File: src/rtl/ne_seq_ctrl.sv
// ne_seq_ctrl: job sequencer for one NEwithDAA neuron-element datapath.
//   Runs each job through clear, multiply-accumulate, pipeline drain and
//   normalise/save, then reads back the result and exponent over InputSel.
//   clk, rst              clock, asynchronous active-high reset
//   start, cfg_len,       job request (sampled in IDLE only), term count
//   cfg_signed, cfg_ep    (clamped to 16), SignExEn level, save slot
//   in_valid/in_ready,    operand stream: 4-bit activation, 3-bit Booth digit
//   in_act, in_w
//   ne_*                  datapath controls and operands; ne_o readback mux
//   res_valid/res_ready,  captured result and exponent, held until accepted
//   res_data, res_exp
//   busy, done            busy outside IDLE; done pulses on result handshake
module ne_seq_ctrl #(
    parameter int DRAIN_CYC = 3,
    parameter int NORM_CYC  = 2
) (
    input  logic       clk,
    input  logic       rst,
    input  logic       start,
    input  logic [4:0] cfg_len,
    input  logic       cfg_signed,
    input  logic [3:0] cfg_ep,
    input  logic       in_valid,
    output logic       in_ready,
    input  logic [3:0] in_act,
    input  logic [2:0] in_w,
    output logic [3:0] ne_InPE,
    output logic [2:0] ne_w,
    output logic       ne_enable,
    output logic       ne_clear,
    output logic       ne_NEP,
    output logic       ne_SignExEn,
    output logic [3:0] ne_EPcount,
    output logic [1:0] ne_InputSel,
    input  logic [9:0] ne_o,
    output logic       res_valid,
    input  logic       res_ready,
    output logic [9:0] res_data,
    output logic [2:0] res_exp,
    output logic       busy,
    output logic       done
);
    localparam logic [2:0] IDLE   = 3'd0;
    localparam logic [2:0] CLEAR  = 3'd1;
    localparam logic [2:0] MAC    = 3'd2;
    localparam logic [2:0] DRAIN  = 3'd3;
    localparam logic [2:0] NORM   = 3'd4;
    localparam logic [2:0] RD_RES = 3'd5;
    localparam logic [2:0] RD_EXP = 3'd6;
    localparam logic [2:0] OUT    = 3'd7;
    localparam logic [3:0] DRAIN_LAST = 4'(DRAIN_CYC - 1);
    localparam logic [3:0] NORM_LAST  = 4'(NORM_CYC - 1);

    logic [2:0] state, nxt;
    logic [4:0] cnt;
    logic [3:0] ph;
    logic [3:0] ep;
    logic       en_r;
    logic       in_mac;

    always_comb begin
        nxt = state;
        case (state)
            IDLE:    nxt = start ? CLEAR : IDLE;
            CLEAR:   nxt = cnt == 5'd0 ? DRAIN : MAC;
            MAC:     nxt = in_valid && cnt == 5'd1 ? DRAIN : MAC;
            DRAIN:   nxt = ph == 4'd0 ? NORM : DRAIN;
            NORM:    nxt = ph == 4'd0 ? RD_RES : NORM;
            RD_RES:  nxt = RD_EXP;
            RD_EXP:  nxt = OUT;
            default: nxt = res_ready ? IDLE : OUT;
        endcase
    end

    // Controls are computed from the next state so they are flops that line
    // up with the state they belong to; only the MAC operand path is combinational.
    always_ff @(posedge clk or posedge rst) begin
        if (rst) begin
            state       <= IDLE;
            cnt         <= 5'd0;
            ph          <= 4'd0;
            ep          <= 4'd0;
            en_r        <= 1'b0;
            ne_clear    <= 1'b0;
            ne_NEP      <= 1'b0;
            ne_EPcount  <= 4'd0;
            ne_InputSel <= 2'b00;
            ne_SignExEn <= 1'b0;
            res_valid   <= 1'b0;
            busy        <= 1'b0;
            res_data    <= 10'd0;
            res_exp     <= 3'd0;
        end else begin
            state       <= nxt;
            cnt         <= state == IDLE ? (cfg_len > 5'd16 ? 5'd16 : cfg_len)
                         : in_mac && in_valid ? cnt - 5'd1 : cnt;
            ph          <= nxt == DRAIN && state != DRAIN ? DRAIN_LAST
                         : nxt == NORM && state != NORM ? NORM_LAST : ph - 4'd1;
            ep          <= state == IDLE && start ? cfg_ep : ep;
            en_r        <= nxt == CLEAR || nxt == DRAIN || nxt == NORM;
            ne_clear    <= nxt == CLEAR;
            ne_NEP      <= nxt == NORM;
            ne_EPcount  <= nxt == NORM ? ep : 4'd0;
            ne_InputSel <= nxt == RD_EXP ? 2'b01 : 2'b00;
            ne_SignExEn <= nxt == IDLE ? 1'b0 : state == IDLE ? cfg_signed : ne_SignExEn;
            res_valid   <= nxt == OUT;
            busy        <= nxt != IDLE;
            res_data    <= state == RD_RES ? ne_o : res_data;
            res_exp     <= state == RD_EXP ? ne_o[2:0] : res_exp;
        end
    end

    assign in_mac    = state == MAC;
    assign in_ready  = in_mac;
    assign ne_enable = in_mac ? in_valid : en_r;
    assign ne_InPE   = in_mac ? in_act : 4'd0;
    assign ne_w      = in_mac ? in_w : 3'd0;
    assign done      = res_valid && res_ready;
endmodule
File: config.mk
export PLATFORM = sky130hd
export DESIGN_NAME = ne_seq_ctrl
export DESIGN_NICKNAME = d
export VERILOG_FILES = /design/src/rtl/ne_seq_ctrl.sv
export SDC_FILE = /design/constraint.sdc
export NUM_CORES = 1
export LEC_CHECK = 0
export CELL_PAD_IN_SITES_DETAIL_PLACEMENT = 0
export CELL_PAD_IN_SITES_GLOBAL_PLACEMENT = 1
export CORE_MARGIN = 8
export CORE_UTILIZATION = 35
export CTS_CLUSTER_DIAMETER = 40
export DETAILED_ROUTE_END_ITERATION = 8
export HOLD_SLACK_MARGIN = 0.03
export PLACE_DENSITY = 0.82
export SETUP_SLACK_MARGIN = 0.5
export SLEW_MARGIN = 20
export SYNTH_ARGS = -nofsm -noshare
export SYNTH_HDL_FRONTEND = slang
export SYNTH_SLANG_ARGS = --single-unit
File: constraint.sdc
create_clock -name clk -period 1.7 [get_ports clk]
set_input_delay 0.17 -clock clk [delete_from_list [all_inputs] [get_ports clk]]
set_output_delay 0.17 -clock clk [all_outputs]
set_load 0.02 [all_outputs]
Yosys cells after proc, flatten, opt, wreduce, memory -nomap -nowiden --
Index checks and enable logic that the tools add are counted.
Cells by class: equal/unequal tests 14, order comparisons 1, $add $sub $neg 2, mux-type cells 19, reductions and logical operators 15
Operators with widths (count):
- $pmux 3 s7 | 1
- $eq 3x3->1 const B | 6
- $mux 4 | 4
- $mux 5 | 3
- $eq 3x2->1 const B | 3
- $mux 3 | 3
- $mux 1 | 8
- $eq 3x1->1 const B | 2
- $logic_and 1x1->1 | 6
- $logic_not 3->1 | 2
- $eq 5x1->1 const B | 1
- $gt 5x5->1 const B | 1
- $logic_not 5->1 | 1
- $sub 5x1->5 const B | 1
- $logic_not 4->1 | 1
- $reduce_bool 2->1 | 2
- $sub 4x1->4 const B | 1
- $ne 3x2->1 const B | 1
- $ne 3x3->1 const B | 1
- $reduce_bool 3->1 | 1
- $logic_or 1x1->1 | 2
Word-level totals: flip-flop bits (word level) 40, output and inout port bits 34

Logic depth before layout (Yosys ltp) --
Gate-level depths: netlist of run 1.
depth in word-level cells 8, mapped depth 5, mapped depth without buffers 5

Least setup slack after synthesis of run 1 --
OpenSTA, ideal clock, no wires.
path kind register to output, from register state[2], to output ne_enable, path buffers 1, slack 87 ps, cell stages (with the launch flop) 4, data arrival time 1443 ps, cell sequence dfrtp_1 > buf_2 > nor3b_4 > mux2_1
Between the ends: longest elaborated chain between the ends 2
Ends and longest elaborated chain:
- from (decl) | line 54 | logic [2:0] state, nxt;
- from (signal assigned) | line 94 | state <= nxt;
- $eq 3x2->1 | line 113 | assign in_mac = state == MAC;
- named net in_ready | line 24 | output logic in_ready,
- $mux 1 | line 115 | assign ne_enable = in_mac ? in_valid : en_r;
- to (decl) | line 29 | output logic ne_enable,
The timed path passes the listed nets, and every way through them passes these cells.

Worst setup path in the final report of run 1 --
from register state[2], to register ne_EPcount[0]
Between the ends: longest elaborated chain between the ends 4, elaborated cells between the ends (all ways) 10, classes of those cells 7 x eq/ne; 2 x mux; 1 x reduce/logical
Ends and longest elaborated chain:
- $eq 3x3->1, or another cell as far along | line 63 | case (state)
- $pmux 3 s7 (*) | line 63
- $eq 3x3->1 (*) | line 103 | ne_EPcount <= nxt == NORM ? ep : 4'd0;
- $mux 4 (*) | line 103
- to (signal assigned) | line 103
- to (decl) | line 33 | output logic [3:0] ne_EPcount,
Mark *: on every way between the ends. The rest lies on a longest branch, timed or not. A chain may end at the register's enable or synchronous reset.

==> flow_metrics.tcl, run 1 <==
set metrics [dict create \
    tritoncts "built" \
    grt_pass1_vias 1615 \
    synth.most_common_cell "dfrtp_1" \
    fin_area_um2 3010 \
    utilization 0.554 \
    insertedDiodeCount 0 \
    grt_start_max_net_pins 24 \
    initial_core_util 0.358 \
    synth.largest_area_cell "dfrtp_1" \
    power.leakage_nw 1.40 \
    wire_per_inst_um 14.1 \
    crit_required_ns 1.93 \
    dieWidth_um 90.6 \
    vias_per_cell 4.69 \
    gr-usage-all-layers 0.115 \
    portBuffers 64 \
    cap_violations 0 \
    grt_busiest_layer "met2" \
    ys_top_cells_by_area "dfrtp_1 (51%), mux2_4 (6.9%), mux2_1 (5.2%)" \
    clk_latency_ns 0.29 \
    dpl.hpwl_um 3340 \
    fin_tns_setup_ns 0 \
    synth_xor_area_frac 0.0135 \
    drt.antenna.violating_nets 0 \
    synth_compound_area_frac 0.0771 \
    crit_path_start_kind "register" \
    drt-initial-drc-count 24 \
    cts-root-buf "clkbuf_8" \
    setup_viol 0 \
    clockBufferDepth 2 \
    cp_max_fo 16 \
    hold_class "input pin to asynchronous set/reset pin" \
    synthTopCellsByCount "dfrtp_1 (40), and2_1 (10), inv_1 (10)" \
    yosys_warnings 0 \
    avgSynthCellArea_um2 11.8 \
    vias 1493 \
    yosys.area_share.simple 0.193 \
    yosysSeqAreaShare 0.514 \
    synth_top_area_share 0.514 \
    finalCritPeriodShare 0.936 \
    min_period_ns 1.59 \
    drive_gt1_frac 0.317 \
    htreeDepth 2 \
    numCtsBuffers 5 \
    path_class "register to register" \
    gp_congestion 0.761 \
    p_per_area_nw_per_um2 1660 \
    ys_ff_latch 40 \
    slew_viol_final 0 \
    final_nets 281 \
    synth_cell_types 45 \
    grt_use_met2 0.201 \
    peakVddDrop_mv 0.599 \
    cp-end-kind "register" \
    dr.pass1.iters 4 \
    place_inst 305 \
    synth_ff_type "dfrtp_1" \
    hold_violations 0 \
    placed_area_um2 2770 \
    cts.clk_slew.worst_paths_ns 0.08 \
    clock_sinks 40 \
    postCtsHoldBufs 0 \
    async_flop_share 1.00 \
    dieArea_um2 8200 \
    synth.cell_area_um2 1950 \
    core_area_um2 5440 \
    finalNonFillerCells 318 \
    finClkSkew_ns 0.00486 \
    wirelength_um 4490 \
    grtUsageMet3 0.0291 \
    synth_edf_count 0 \
    grt_pass1_wl_um 7810 \
    status "finished, final reports clean" \
    drc_errors 0 \
    io_pins 66 \
    muxShareOfSynthArea 0.121 \
    synthCells 165 \
    met1_usage 0.131 \
    dieHeight_um 90.6 \
    gr-total-overflow 0 \
    area_growth_pct 54.8 \
    syn_nets 201 \
    antenna_found_initial 0 \
    synth_top_family_by_area "simple AND/OR/NAND/NOR gates" \
    crit_arrival_ns 1.82 \
    synth_fa_ha_area_frac 0.0257 \
    core.rowCount 27 \
    rsz0062_at_grt "yes" \
    timing.fmax_mhz 628 \
]
path summary, 6_finish.rpt:
path	slack [ns]	end	start	cells past startpoint
setup / recovery	0.11	ne_EPcount[0]	state[2]	4
hold / removal	0.21	ne_EPcount[3]	rst	3
setup reg to reg	0.11	ne_EPcount[0]	state[2]	4
hold reg to reg	0.49	ep[0]	ep[0]	1
max in group asynchronous	1.21	state[2]	rst	3
min in group clk	0.43	cnt[0]	cfg_len[0]	3
layout make-up:
type,count,area (um^2)
sequential,40,1000
multi-input combinational,105,958
inverter,11,41.3
clock buffer,6,82.6
tap,72,90.1
clock inverter,2,38.8
timing repair buffer,82,800
fill,467,2430
where the power goes:
| group | switching (W) | leakage [nW] | internal [W] |
|---|---|---|---|
| clock | 0.000343 | 0.0614 | 0.000480 |
| sequential | 0.000267 | 0.486 | 0.00136 |
| combinational | 0.00122 | 0.849 | 0.00133 |
timing repair:
action                                 in CTS  in global routing
endpoints found under the hold margin       0                  0
buffers inserted                            5                  0
pin swaps                                  10                  5
setup endpoints to repair                  70                 56
resized for setup                          97                 21
state kept, by name (all words and copies together), names as in the netlist:
register / count
ne_InputSel: 1
res_data: 10
ep: 4
ph: 4
res_exp: 3
ne_EPcount: 4
en_r: 1
ne_SignExEn: 1
busy: 1
state: 3
cnt: 5
ne_NEP: 1
res_valid: 1
ne_clear: 1
placed cells by master, fill, tap and decap left out, types with 3 or more instances in the layout:
master / synthesis / routed
clkdlybuf4s15_1: 0 / 9
clkbuf_8: 0 / 6
xnor2_1: 3 / 3
inv_2: 1 / 4
nor2_1: 9 / 7
buf_4: 2 / 12
dlygate4sd2_1: 0 / 14
nor2b_2: 4 / 4
mux2_4: 9 / 11
and2_4: 0 / 8
dfrtp_1: 40 / 39
nand3_1: 6 / 5
mux2_1: 9 / 7
nand3b_1: 5 / 5
nor3_1: 5 / 5
inv_1: 10 / 7
a21oi_1: 5 / 4
ha_1: 4 / 3
buf_6: 2 / 13
clkdlybuf4s50_1: 0 / 31
nand2_1: 5 / 4
critical path, cell delays in order, from the launching register on:
cell       delay, ns
dfrtp_2         0.44
buf_8           0.16
or4b_4          0.60
a2bb2oi_4       0.20
nor2b_2         0.12
kinds of logic (layout without fill, tap and decap cells):
logic type / after synthesis / after routing
buf+inv: 20 / 101
compound gates: 20 / 20
mux: 18 / 18
flops: 40 / 40
simple gates: 59 / 59
other cells: 1 / 1
fa+ha+maj: 4 / 4
xor+xnor: 3 / 3
routing by layer:
metal / vias to the layer above / part of all wire
met3: 4 / 0.044
met2: 31 / 0.50
met1: 730 / 0.44
li1: 728 / -
met5: - / 0
met4: 0 / 0.011
per-stage QoR:
step | hold slack, ns | total power, W | setup WS [ns]
6_report | 0.208 | 0.00500 | 0.109
5_1_grt | 0.244 | 0.00533 | 0.0550
4_1_cts | 0.213 | 0.00495 | 0.111
3_5_place_dp | 0.470 | 0.00408 | -0.0297
3_3_place_gp | 0.461 | 0.00403 | 0.0103
2_1_floorplan | 0.256 | 0.00313 | 0.181
Power figures use the tool's default switching activity.
==> inputs of run 2 (changes only) <==
==> constraint.sdc (replaced) <==
create_clock -name clk -period 1.7 [get_ports clk]
set_input_delay 0.34 -clock clk [delete_from_list [all_inputs] [get_ports clk]]
set_output_delay 0.34 -clock clk [all_outputs]
set_load 0.02 [all_outputs]
==> run 2 against run 1 <==
  * Cell count is 2.2% higher
  * Largest power group unchanged
  * Clock power is 8.3% higher
  * Highest routed layer unchanged
  * Largest cell class unchanged
  * Worst hold slack better by 0.18 ns
  * The flow now finishes with violations (negative setup slack)
==> flow_metrics.tcl, run 2 (same netlist as run 1, synthesis figures left out) <==
set metrics [dict create \
    finalNonFillerCells 325 \
    slew_viol_final 0 \
    finClkSkew_ns 0.00577 \
    final.setup.worst_slack_ns -0.0926 \
    htreeDepth 2 \
    core.rowCount 27 \
    p_switching_w 0.00190 \
    portBuffers 64 \
    p_seq_frac 0.309 \
    dieHeight_um 90.6 \
    core_area_um2 5440 \
    reg_top3 "res_data: 10 flops, cnt: 5 flops" \
    crit_path_start_kind "register" \
    dieWidth_um 90.6 \
    crit_arrival_ns 1.45 \
    grt_pass1_vias 1614 \
    wire_per_inst_um 14.2 \
    timing.fmax_mhz 558 \
    drc_errors 0 \
    final_common_cell "dfrtp_1" \
    p_int_w 0.00344 \
    cap_violations 0 \
    timing.hold.ws_ns 0.390 \
    fillerInstances 472 \
    layout_common_cells "dfrtp_1 (39), clkdlybuf4s50_1 (30), buf_4 (26), buf_6 (18), buf_2 (12)" \
    drt.antenna.violating_nets 0 \
    hold_violations 0 \
    min_period_ns 1.79 \
    swShare 0.355 \
    failed_checks "negative setup slack" \
    gr-usage-all-layers 0.113 \
    peakVddDrop_mv 0.669 \
    vias 1524 \
    gr-total-overflow 0 \
    postCtsHoldBufs 0 \
    cts.clk_slew.worst_paths_ns 0.07 \
    pwr-share-comb 0.524 \
    wirelength_um 4610 \
    cts-root-buf "clkbuf_8" \
    clockBufferDepth 2 \
    place_inst 304 \
    gp_congestion 0.737 \
    cp-end-kind "output pin" \
    dpl.hpwl_um 3470 \
    final_nets 289 \
    path_class "register to output pin" \
    p_clk_frac 0.167 \
    status "finished, violations left" \
    finalCritPeriodShare 1.05 \
    io_pins 66 \
    tritoncts "built" \
    grt_start_max_net_pins 18 \
    area_growth_pct 58.0 \
    rsz0062_at_grt "yes" \
    p_per_area_nw_per_um2 1730 \
    clk_latency_ns 0.29 \
    vias_per_cell 4.69 \
    clock_sinks 40 \
    drt-initial-drc-count 46 \
    regMostFlops "res_data" \
    initial_core_util 0.358 \
    antenna_found_initial 0 \
    drive_gt1_frac 0.439 \
    fin_tns_setup_ns -0.334 \
    crit_required_ns 1.36 \
    grt_pass1_wl_um 7730 \
    dr.pass1.iters 4 \
    dieArea_um2 8200 \
    cp_max_fo 5 \
    largest_reg_flops 10 \
    hold_class "input pin to asynchronous set/reset pin" \
    insertedDiodeCount 0 \
    numCtsBuffers 5 \
    setup_viol 9 \
    power.leakage_nw 1.43 \
]
## run 2: changes by cell type in the layout (fill, tap and decap cells not counted), moves of 2 or more
cell | before | now
buf_2 | 1 | 12
a31oi_1 | 2 | 0
buf_4 | 12 | 26
clkdlybuf4s15_1 | 9 | 0
a31oi_4 | 0 | 2
buf_6 | 13 | 18
dlygate4sd2_1 | 14 | 2
## run 2: final timing paths
check | from | end | slack [ns] | cells past startpoint
max in group asynchronous | rst | ep[1] | 0.89 | 3
min in group clk | ep[0] | ep[0] | 0.48 | 1
worst min-delay path | rst | ne_clear | 0.39 | 2
worst max register to register | state[2] | state[0] | 0.09 | 4
worst max-delay path | state[0] | ne_enable | -0.09 | 3
worst min register to register | ep[0] | ep[0] | 0.48 | 1
## run 2: cell type report
cell class / count / area [um^2] / share of cell area
Clock buffer: 5 / 68.8 / 0.0224
Timing Repair Buffer: 90 / 816 / 0.265
Multi-Input combinational cell: 105 / 995 / 0.323
Inverter: 11 / 45.0 / 0.0146
Sequential cell: 40 / 1000 / 0.326
Tap cell: 72 / 90.1 / 0.0293
Clock inverter: 2 / 60.1 / 0.0195
## run 2: metal layers
| metal | track usage | part of all wire | up-vias |
|---|---|---|---|
| met5 | 0 | 0 | - |
| met4 | 0.0499 | 0.017 | 0 |
| met3 | 0.0283 | 0.038 | 7 |
| met2 | 0.189 | 0.51 | 34 |
| met1 | 0.135 | 0.43 | 740 |
| li1 | - | - | 743 |
## run 2: critical path, cell delays in order (launching register included)
cell and delay (ns):
dfrtp_1 0.41, nor3b_4 0.29, mux2_4 0.33, buf_6 0.13
## run 2: power groups by stage
stage	Combinational, W	Clock [W]	Sequential, W
floorplan	0.00125	0	0.00188
global placement	0.00240	0	0.00164
detailed placement	0.00243	0	0.00166
CTS	0.00245	0.000907	0.00164
global route	0.00301	0.000942	0.00171
finish	0.00279	0.000891	0.00165
## run 2: timing repair
| item | in CTS | in global routing |
|---|---|---|
| resized for setup | 170 | 23 |
| setup endpoints to repair | 71 | 61 |
| setup buffers | 3 | 11 |
| pin swaps | 12 | 8 |
## run 2: stage by stage
stage / power (W) / util / setup WS (ns) / area (um^2)
after floorplan: 0.00313 / - / 0.0107 / 2000
after global placement: 0.00404 / 0.510 / -0.229 / 2780
after detailed placement: 0.00409 / 0.510 / -0.249 / 2780
after CTS: 0.00500 / 0.533 / -0.0983 / 2900
after global routing: 0.00566 / 0.566 / -0.138 / 3080
final: 0.00534 / 0.566 / -0.0926 / 3080
